**config.mk**
```make
export PLATFORM = sky130hd
export DESIGN_NAME = ocx_tlx_afu_data_rd_seq
export DESIGN_NICKNAME = d
export VERILOG_FILES = /design/src/rtl/ocx_tlx_afu_pkg.sv /design/src/rtl/ocx_tlx_afu_skid_buf.sv /design/src/rtl/ocx_tlx_afu_data_rd_seq.sv
export SDC_FILE = /design/constraint.sdc
export NUM_CORES = 2
export LEC_CHECK = 0
export CAP_MARGIN = 10
export CELL_PAD_IN_SITES_DETAIL_PLACEMENT = 1
export CELL_PAD_IN_SITES_GLOBAL_PLACEMENT = 1
export CORE_ASPECT_RATIO = 0.9
export CORE_MARGIN = 5
export CORE_UTILIZATION = 25
export CTS_BUF_LIST = sky130_fd_sc_hd__clkbuf_4 sky130_fd_sc_hd__clkbuf_8 sky130_fd_sc_hd__clkbuf_16
export CTS_CLUSTER_DIAMETER = 150
export CTS_CLUSTER_SIZE = 25
export DETAILED_ROUTE_END_ITERATION = 10
export PLACE_DENSITY = 0.46
export RECOVER_POWER = 25
export SLEW_MARGIN = 10
export SYNTH_ARGS = -nofsm -noshare
export SYNTH_HDL_FRONTEND = slang
export SYNTH_HIERARCHICAL = 1
export SYNTH_MEMORY_MAX_BITS = 65536
export SYNTH_SLANG_ARGS = --single-unit
```
**constraint.sdc**
```tcl
create_clock -name tlx_clk -period 60.7 [get_ports tlx_clk]
set_input_delay 12.14 -clock tlx_clk [delete_from_list [all_inputs] [get_ports tlx_clk]]
set_output_delay 12.14 -clock tlx_clk [all_outputs]
set_load 0.01 [all_outputs]
```
**src/rtl/ocx_tlx_afu_pkg.sv**
```systemverilog
// Shared definitions for the AFU-side TLX data read sequencer.
package ocx_tlx_afu_pkg;

  // Sequencer states: wait for a job, wait for buffer room, collect the flits.
  typedef enum logic [1:0] {
    ST_IDLE = 2'd0,
    ST_REQ  = 2'd1,
    ST_WAIT = 2'd2
  } rd_state_e;

  // Largest flit count a single read request can carry.
  localparam int unsigned MAX_RD_FLITS = 8;

  // Encode a legal flit count (1..8) into the 3-bit request field; 8 wraps to 0.
  function automatic logic [2:0] enc_rd_cnt(input logic [3:0] flits);
    logic [2:0] cnt;
    if (flits == 4'd8) begin
      cnt = 3'b000;
    end else begin
      cnt = flits[2:0];
    end
    return cnt;
  endfunction

endpackage

```
**src/rtl/ocx_tlx_afu_skid_buf.sv**
```systemverilog
// Circular skid buffer holding returned flits plus their per-beat metadata.
// The head entry is presented combinationally from registered storage.
module ocx_tlx_afu_skid_buf #(
  parameter int DEPTH     = 8,
  parameter int TAG_WIDTH = 8
) (
  input  logic                     i_clk,
  input  logic                     i_rst_n,
  input  logic                     i_push,
  input  logic [511:0]             i_data,
  input  logic                     i_bdi,
  input  logic                     i_last,
  input  logic                     i_bad,
  input  logic [TAG_WIDTH-1:0]     i_tag,
  input  logic                     i_pop,
  output logic                     o_valid,
  output logic [511:0]             o_data,
  output logic                     o_bdi,
  output logic                     o_last,
  output logic                     o_bad,
  output logic [TAG_WIDTH-1:0]     o_tag,
  output logic [$clog2(DEPTH):0]   o_occ
);

  localparam int AW = $clog2(DEPTH);
  localparam logic [AW-1:0] PTR_ONE = {{(AW-1){1'b0}}, 1'b1};
  localparam logic [AW:0]   OCC_ONE = {{AW{1'b0}}, 1'b1};

  logic [AW-1:0]        r_wr_ptr;
  logic [AW-1:0]        r_rd_ptr;
  logic [AW:0]          r_occ;
  logic [511:0]         r_data [DEPTH];
  logic [TAG_WIDTH+2:0] r_meta [DEPTH];

  // Storage write; entries carry no reset since they are only read when occupied.
  always_ff @(posedge i_clk) begin
    if (i_push) begin
      r_data[r_wr_ptr] <= i_data;
      r_meta[r_wr_ptr] <= {i_bdi, i_last, i_bad, i_tag};
    end
  end

  // Pointer and occupancy tracking; simultaneous push and pop keeps occupancy.
  always_ff @(posedge i_clk or negedge i_rst_n) begin
    if (!i_rst_n) begin
      r_wr_ptr <= '0;
      r_rd_ptr <= '0;
      r_occ    <= '0;
    end else begin
      if (i_push) begin
        r_wr_ptr <= r_wr_ptr + PTR_ONE;
      end
      if (i_pop) begin
        r_rd_ptr <= r_rd_ptr + PTR_ONE;
      end
      case ({i_push, i_pop})
        2'b10:   r_occ <= r_occ + OCC_ONE;
        2'b01:   r_occ <= r_occ - OCC_ONE;
        default: r_occ <= r_occ;
      endcase
    end
  end

  assign o_valid = (r_occ != '0);
  assign o_occ   = r_occ;
  assign o_data  = r_data[r_rd_ptr];
  assign o_bdi   = r_meta[r_rd_ptr][TAG_WIDTH+2];
  assign o_last  = r_meta[r_rd_ptr][TAG_WIDTH+1];
  assign o_bad   = r_meta[r_rd_ptr][TAG_WIDTH];
  assign o_tag   = r_meta[r_rd_ptr][TAG_WIDTH-1:0];

endmodule

```
**src/rtl/ocx_tlx_afu_data_rd_seq.sv**
```systemverilog
// AFU-side read sequencer: issues one TLX read per job, captures the returned
// flits into a skid buffer and replays them as a back-pressurable stream.
module ocx_tlx_afu_data_rd_seq
  import ocx_tlx_afu_pkg::*;
#(
  parameter int BUF_DEPTH = 8,
  parameter int TAG_WIDTH = 8
) (
  input  logic                 tlx_clk,
  input  logic                 reset_n,
  input  logic                 job_v,
  output logic                 job_rdy,
  input  logic [3:0]           job_flits,
  input  logic [TAG_WIDTH-1:0] job_tag,
  output logic                 job_err,
  output logic                 afu_tlx_rd_req,
  output logic [2:0]           afu_tlx_rd_cnt,
  input  logic                 tlx_afu_data_valid,
  input  logic [511:0]         tlx_afu_data_bus,
  input  logic                 tlx_afu_data_bdi,
  output logic                 out_v,
  input  logic                 out_rdy,
  output logic [511:0]         out_data,
  output logic                 out_bdi,
  output logic [TAG_WIDTH-1:0] out_tag,
  output logic                 out_last,
  output logic                 out_job_bad,
  output logic                 unexp_data_err
);

  localparam int AW = $clog2(BUF_DEPTH);
  localparam logic [AW:0] DEPTH_C = (AW+1)'(BUF_DEPTH);

  rd_state_e            r_state;
  logic                 r_job_rdy;
  logic                 r_job_err;
  logic                 r_rd_req;
  logic [2:0]           r_rd_cnt;
  logic [3:0]           r_flits;
  logic [TAG_WIDTH-1:0] r_tag;
  logic [2:0]           r_beat_cnt;
  logic                 r_bad_acc;
  logic                 r_unexp;

  logic                 w_job_legal;
  logic                 w_room;
  logic                 w_push;
  logic                 w_pop;
  logic                 w_last;
  logic                 w_bad;
  logic [AW:0]          w_occ;
  logic [AW:0]          w_free;
  logic                 w_head_v;
  logic                 w_head_bad;
  logic                 w_head_last;

  assign w_job_legal = (job_flits != 4'd0) && (job_flits <= 4'(MAX_RD_FLITS));
  assign w_free      = DEPTH_C - w_occ;
  // Only occupancy can change while in REQ (pops), so room never shrinks there.
  assign w_room      = (w_free >= (AW+1)'(r_flits));
  assign w_push      = (r_state == ST_WAIT) && tlx_afu_data_valid;
  assign w_pop       = w_head_v && out_rdy;
  assign w_last      = ({1'b0, r_beat_cnt} == (r_flits - 4'd1));
  assign w_bad       = r_bad_acc | tlx_afu_data_bdi;

  // Job sequencing FSM with registered handshake, request and error outputs.
  always_ff @(posedge tlx_clk or negedge reset_n) begin
    if (!reset_n) begin
      r_state    <= ST_IDLE;
      r_job_rdy  <= 1'b1;
      r_job_err  <= 1'b0;
      r_rd_req   <= 1'b0;
      r_rd_cnt   <= 3'd0;
      r_flits    <= 4'd0;
      r_tag      <= '0;
      r_beat_cnt <= 3'd0;
      r_bad_acc  <= 1'b0;
      r_unexp    <= 1'b0;
    end else begin
      r_job_err <= 1'b0;
      r_rd_req  <= 1'b0;
      r_rd_cnt  <= 3'd0;
      // Flits arriving outside a collection window have no owner: drop and flag.
      if (tlx_afu_data_valid && (r_state != ST_WAIT)) begin
        r_unexp <= 1'b1;
      end
      case (r_state)
        ST_IDLE: begin
          if (job_v && r_job_rdy) begin
            if (w_job_legal) begin
              r_flits   <= job_flits;
              r_tag     <= job_tag;
              r_job_rdy <= 1'b0;
              r_state   <= ST_REQ;
            end else begin
              r_job_err <= 1'b1;
            end
          end
        end
        ST_REQ: begin
          if (w_room) begin
            r_rd_req   <= 1'b1;
            r_rd_cnt   <= enc_rd_cnt(r_flits);
            r_beat_cnt <= 3'd0;
            r_bad_acc  <= 1'b0;
            r_state    <= ST_WAIT;
          end
        end
        ST_WAIT: begin
          if (tlx_afu_data_valid) begin
            r_beat_cnt <= r_beat_cnt + 3'd1;
            r_bad_acc  <= w_bad;
            if (w_last) begin
              r_job_rdy <= 1'b1;
              r_state   <= ST_IDLE;
            end
          end
        end
        default: begin
          r_job_rdy <= 1'b1;
          r_state   <= ST_IDLE;
        end
      endcase
    end
  end

  ocx_tlx_afu_skid_buf #(
    .DEPTH     (BUF_DEPTH),
    .TAG_WIDTH (TAG_WIDTH)
  ) u_skid_buf (
    .i_clk   (tlx_clk),
    .i_rst_n (reset_n),
    .i_push  (w_push),
    .i_data  (tlx_afu_data_bus),
    .i_bdi   (tlx_afu_data_bdi),
    .i_last  (w_last),
    .i_bad   (w_bad),
    .i_tag   (r_tag),
    .i_pop   (w_pop),
    .o_valid (w_head_v),
    .o_data  (out_data),
    .o_bdi   (out_bdi),
    .o_last  (w_head_last),
    .o_bad   (w_head_bad),
    .o_tag   (out_tag),
    .o_occ   (w_occ)
  );

  assign job_rdy        = r_job_rdy;
  assign job_err        = r_job_err;
  assign afu_tlx_rd_req = r_rd_req;
  assign afu_tlx_rd_cnt = r_rd_cnt;
  assign unexp_data_err = r_unexp;
  assign out_v          = w_head_v;
  assign out_last       = w_head_last;
  // The job-level bad flag is only meaningful on the closing beat.
  assign out_job_bad    = w_head_bad & w_head_last;

endmodule

```
==> metrics list <==
- Unique masters post-synth: between 40 and 50
- First-pass DRT Iterations: 5
- Hold/Removal Path Class: reg2reg
- Sequential cell area fraction in the yosys report: 79.7%
* Most instantiated library cell after synthesis: edfxtp_1
* Floorplan Core Area: roughly 630000 sq um
- The Yosys step of the flow raised 6 warnings.
- The clock arrives with between 0.04 and 0.05 ns of skew.
- Setup TNS Final: 0 ns
- Setup violations, final: 0
* Final cell count without fillers: 15800
- The first global-routing pass estimated a little over 600000 um of wire.
- Starting DRC count in detailed routing: between 4000 and 5000
* R2R setup slack: 54.59 ns
- For this run, design rule violations remaining after detail routing come to 0.
- The net count of the finished layout is just under 8000.
- The number of clock buffers added by TritonCTS is just under 200.
- Type of the setup path with the least slack: reg2out
- The initial antenna violation count was between 200 and 300.
* Pin count of the biggest net entering global routing: approximately 140
- Measured along the y axis, the die boundary spans 766 um.
* Clock slew seen by the registers of the worst setup and hold paths: approximately 0.11 ns
- Global routing finished with a remaining overflow of 0.
* TritonCTS clock tree: done
- The worst register-to-register path begins at r_state[1].
- In this run the critical register-to-register path is captured at u_skid_buf/r_data[6][282].
- Worst Hold Launch: unexp_data_err
- Synth Net Count: just under 7000
- The worst-case IR drop observed on VDD is around 0.037 mV.
- The final critical path takes up about 33% of the cycle.
- In this run, synthesis produced a sequential element count of 4219.
* Routability Congestion: around 0.72
* Leakage: 55.4 nW
- Status: finished with violations
* Post-CTS resize count: 0
- After synthesis the cells add up to 159000 sq um.
- In this run the worst setup path begins at u_skid_buf/r_rd_ptr[1].
* Worst Setup End Kind: primary output
- Fin. max-slew vios: 36
* Failing checks: capacitance limit, slew limit
- Via count of the first global-routing pass: roughly 74000
- Area fraction of the dominant cell type after synthesis: between 70% and 80%
- Static timing analysis puts the maximum clock frequency at 0.0500 GHz.
* Share of layout cells above drive strength 1: 27.3%
- Post-CTS Setup Inserts: 0
- Slew at the pin with the worst max-slew slack: ~2.5 ns
- The tree built by TritonCTS fans out to approximately 4200 sinks.
- Per-cell via count in the routed design: ~4.4
- The die covers about 650000 sq um.
- Number of H-tree levels: 4
* ANT nets after route: 0
* Cts-stage hold buffer count: 0
- The floorplan has around 280 rows.
* Cell Pwr Density: approximately 46 nW/um^2
* Most frequently used flop master after synthesis: edfxtp_1
- Worst skew pair latency: around 0.93 ns
- The area growth from synthesis to layout is 16.7%.
* Post-synth top cells: edfxtp_1, mux4_2, mux2_2, clkbuf_1, buf_6
- Clock root buffer: clkbuf_16
* Routed length per instance: 28.2 um
- Along the worst path, the maximum fanout reaches between 100 and 150.
- Worst path required time: a little under 50 ns
* Max-slew headroom: -68.7%
- I/O pins: 1061
* Total of max-cap violations: 1
* Share of synthesized registers carrying an async set or reset: less than 1%
* Synthesized instance count: 6211
- For the worst flop-to-flop path, the logic depth is 8.
- Number of flops mapped to enable cells by yosys: roughly 4200
- DP Cell Count: 15500
- Data arrival time of the critical path: 7.85 ns
* Cell types occupying the most area after synthesis: edfxtp_1, mux4_2, mux2_2, dfrtp_1, buf_6
- Overall via count from detail_route: a little under 70000
* Width of the chip: between 800 and 900 um
- Counting along the longest clock path gives a buffer depth of 4.
- In the global route stage, overall resource usage came out at around an eighth.
* Mean cell area of the mapped netlist: 25.6 sq um
- The clock period could shrink to between 15 and 20 ns.
* Total wire length after detailed routing: ~450000 um
* Port Buffer Count: 1060
* Yosys top cell by area: edfxtp_1
- Crit path launch type: flop
- Once the floorplan was initialized, standard cells occupied 25.1% of the core.
* Detailed placer's ending HPWL: between 200000 and 300000 um
- Critical Path Sink: out_data[382]
- Final hold viol count: 0
- Setup repair after global routing left no endpoint under its margin.
==> routing by layer <==
metal,vias to the layer above,global-route usage [%],wire [um],part of all wire [%]
li1,28800,-,-,-
met3,706,2.19,18600,4.2
met2,1370,24.1,234000,52
met4,76,2.47,9810,2.2
met5,-,0,502,0.11
met1,38500,16.7,184000,41
==> layout by cell type, fill, tap and decap left out, drive strengths merged, types with 2 or more instances in the layout <==
cell type,n
mux4,1046
clkbuf,233
ha,12
and2,2
nand2b,4
buf,162
a211oi,3
mux2,537
inv,23
o21ai,2
clkdlybuf4s50,762
nand2,10
diode,57
nor2,16
clkinv,7
o31ai,2
a21oi,6
dlygate4sd3,297
dfrtp,34
and4,2
edfxtp,4184
and3,3
nor3,7
xor2,8
nor2b,4
xnor2,8
==> critical path, stage by stage (launching register included) <==
cell	delay (ns)
dfrtp_4	0.92
buf_12	0.62
buf_4	0.67
buf_4	0.72
buf_4	0.65
buf_4	0.66
buf_4	0.78
mux4_2	0.42
mux2_2	0.36
clkdlybuf4s50_1	0.53
==> report_power, final <==
part	switching, mW	internal, mW
combinational	1.74	1.54
clock	0.921	0.620
sequential	0.102	3.64
==> registers in the layout, indices dropped and copies added (netlist names) <==
| name | cells |
|---|---|
| afu_tlx_rd_cnt | 3 |
| afu_tlx_rd_req | 1 |
| u_skid_buf/o_occ | 4 |
| r_beat_cnt | 3 |
| u_skid_buf/r_meta | 88 |
| unexp_data_err | 1 |
| r_state | 2 |
| u_skid_buf/r_wr_ptr | 3 |
| job_rdy | 1 |
| job_err | 1 |
| r_flits | 4 |
| u_skid_buf/r_rd_ptr | 3 |
| r_bad_acc | 1 |
| u_skid_buf/r_data | 4096 |
| r_tag | 8 |
==> per-stage QoR <==
step	total power [mW]	util, %	hold slack, ns	instance area (sq um)	worst slack (ns)
after floorplan	6.02	-	0.454	159000	10.95
after global placement	7.21	28.4	0.469	180000	41.60
after detailed placement	7.23	28.4	0.457	180000	41.55
after CTS	8.81	29.3	0.486	185000	40.43
after global routing	8.98	29.3	0.506	185000	40.27
final	8.56	29.3	0.474	185000	40.71
==> worst min path at each step <==
stage / end / slack (ns) / cells after the start
after floorplan: r_bad_acc / 0.45 / 2
final: unexp_data_err / 0.47 / 1
after CTS: unexp_data_err / 0.49 / 1
after global placement: unexp_data_err / 0.47 / 1
after global routing: unexp_data_err / 0.51 / 1
after detailed placement: unexp_data_err / 0.46 / 1
==> logic make-up after synthesis <==
family	Yosys count	synth area share [%]
buf+inv	303	1.13
flops	4219	79.7
mux	1583	18.7
simple gates	56	0.190
compound gates	22	0.107
fa+ha+maj	12	0.0946
xor+xnor	16	0.0930
==> final cells by class <==
| class | instances | area [sq um] |
|---|---|---|
| fill | 62800 | 447000 |
| sequential | 4219 | 127000 |
| multi-input combinational | 1689 | 30500 |
| timing repair buffer | 1222 | 12000 |
| tap | 8370 | 10500 |
| clock buffer | 232 | 5170 |
| clock inverter | 22 | 409 |
| antenna | 57 | 143 |
| inverter | 9 | 33.8 |
Note: power is estimated with default switching activity, not from simulation.
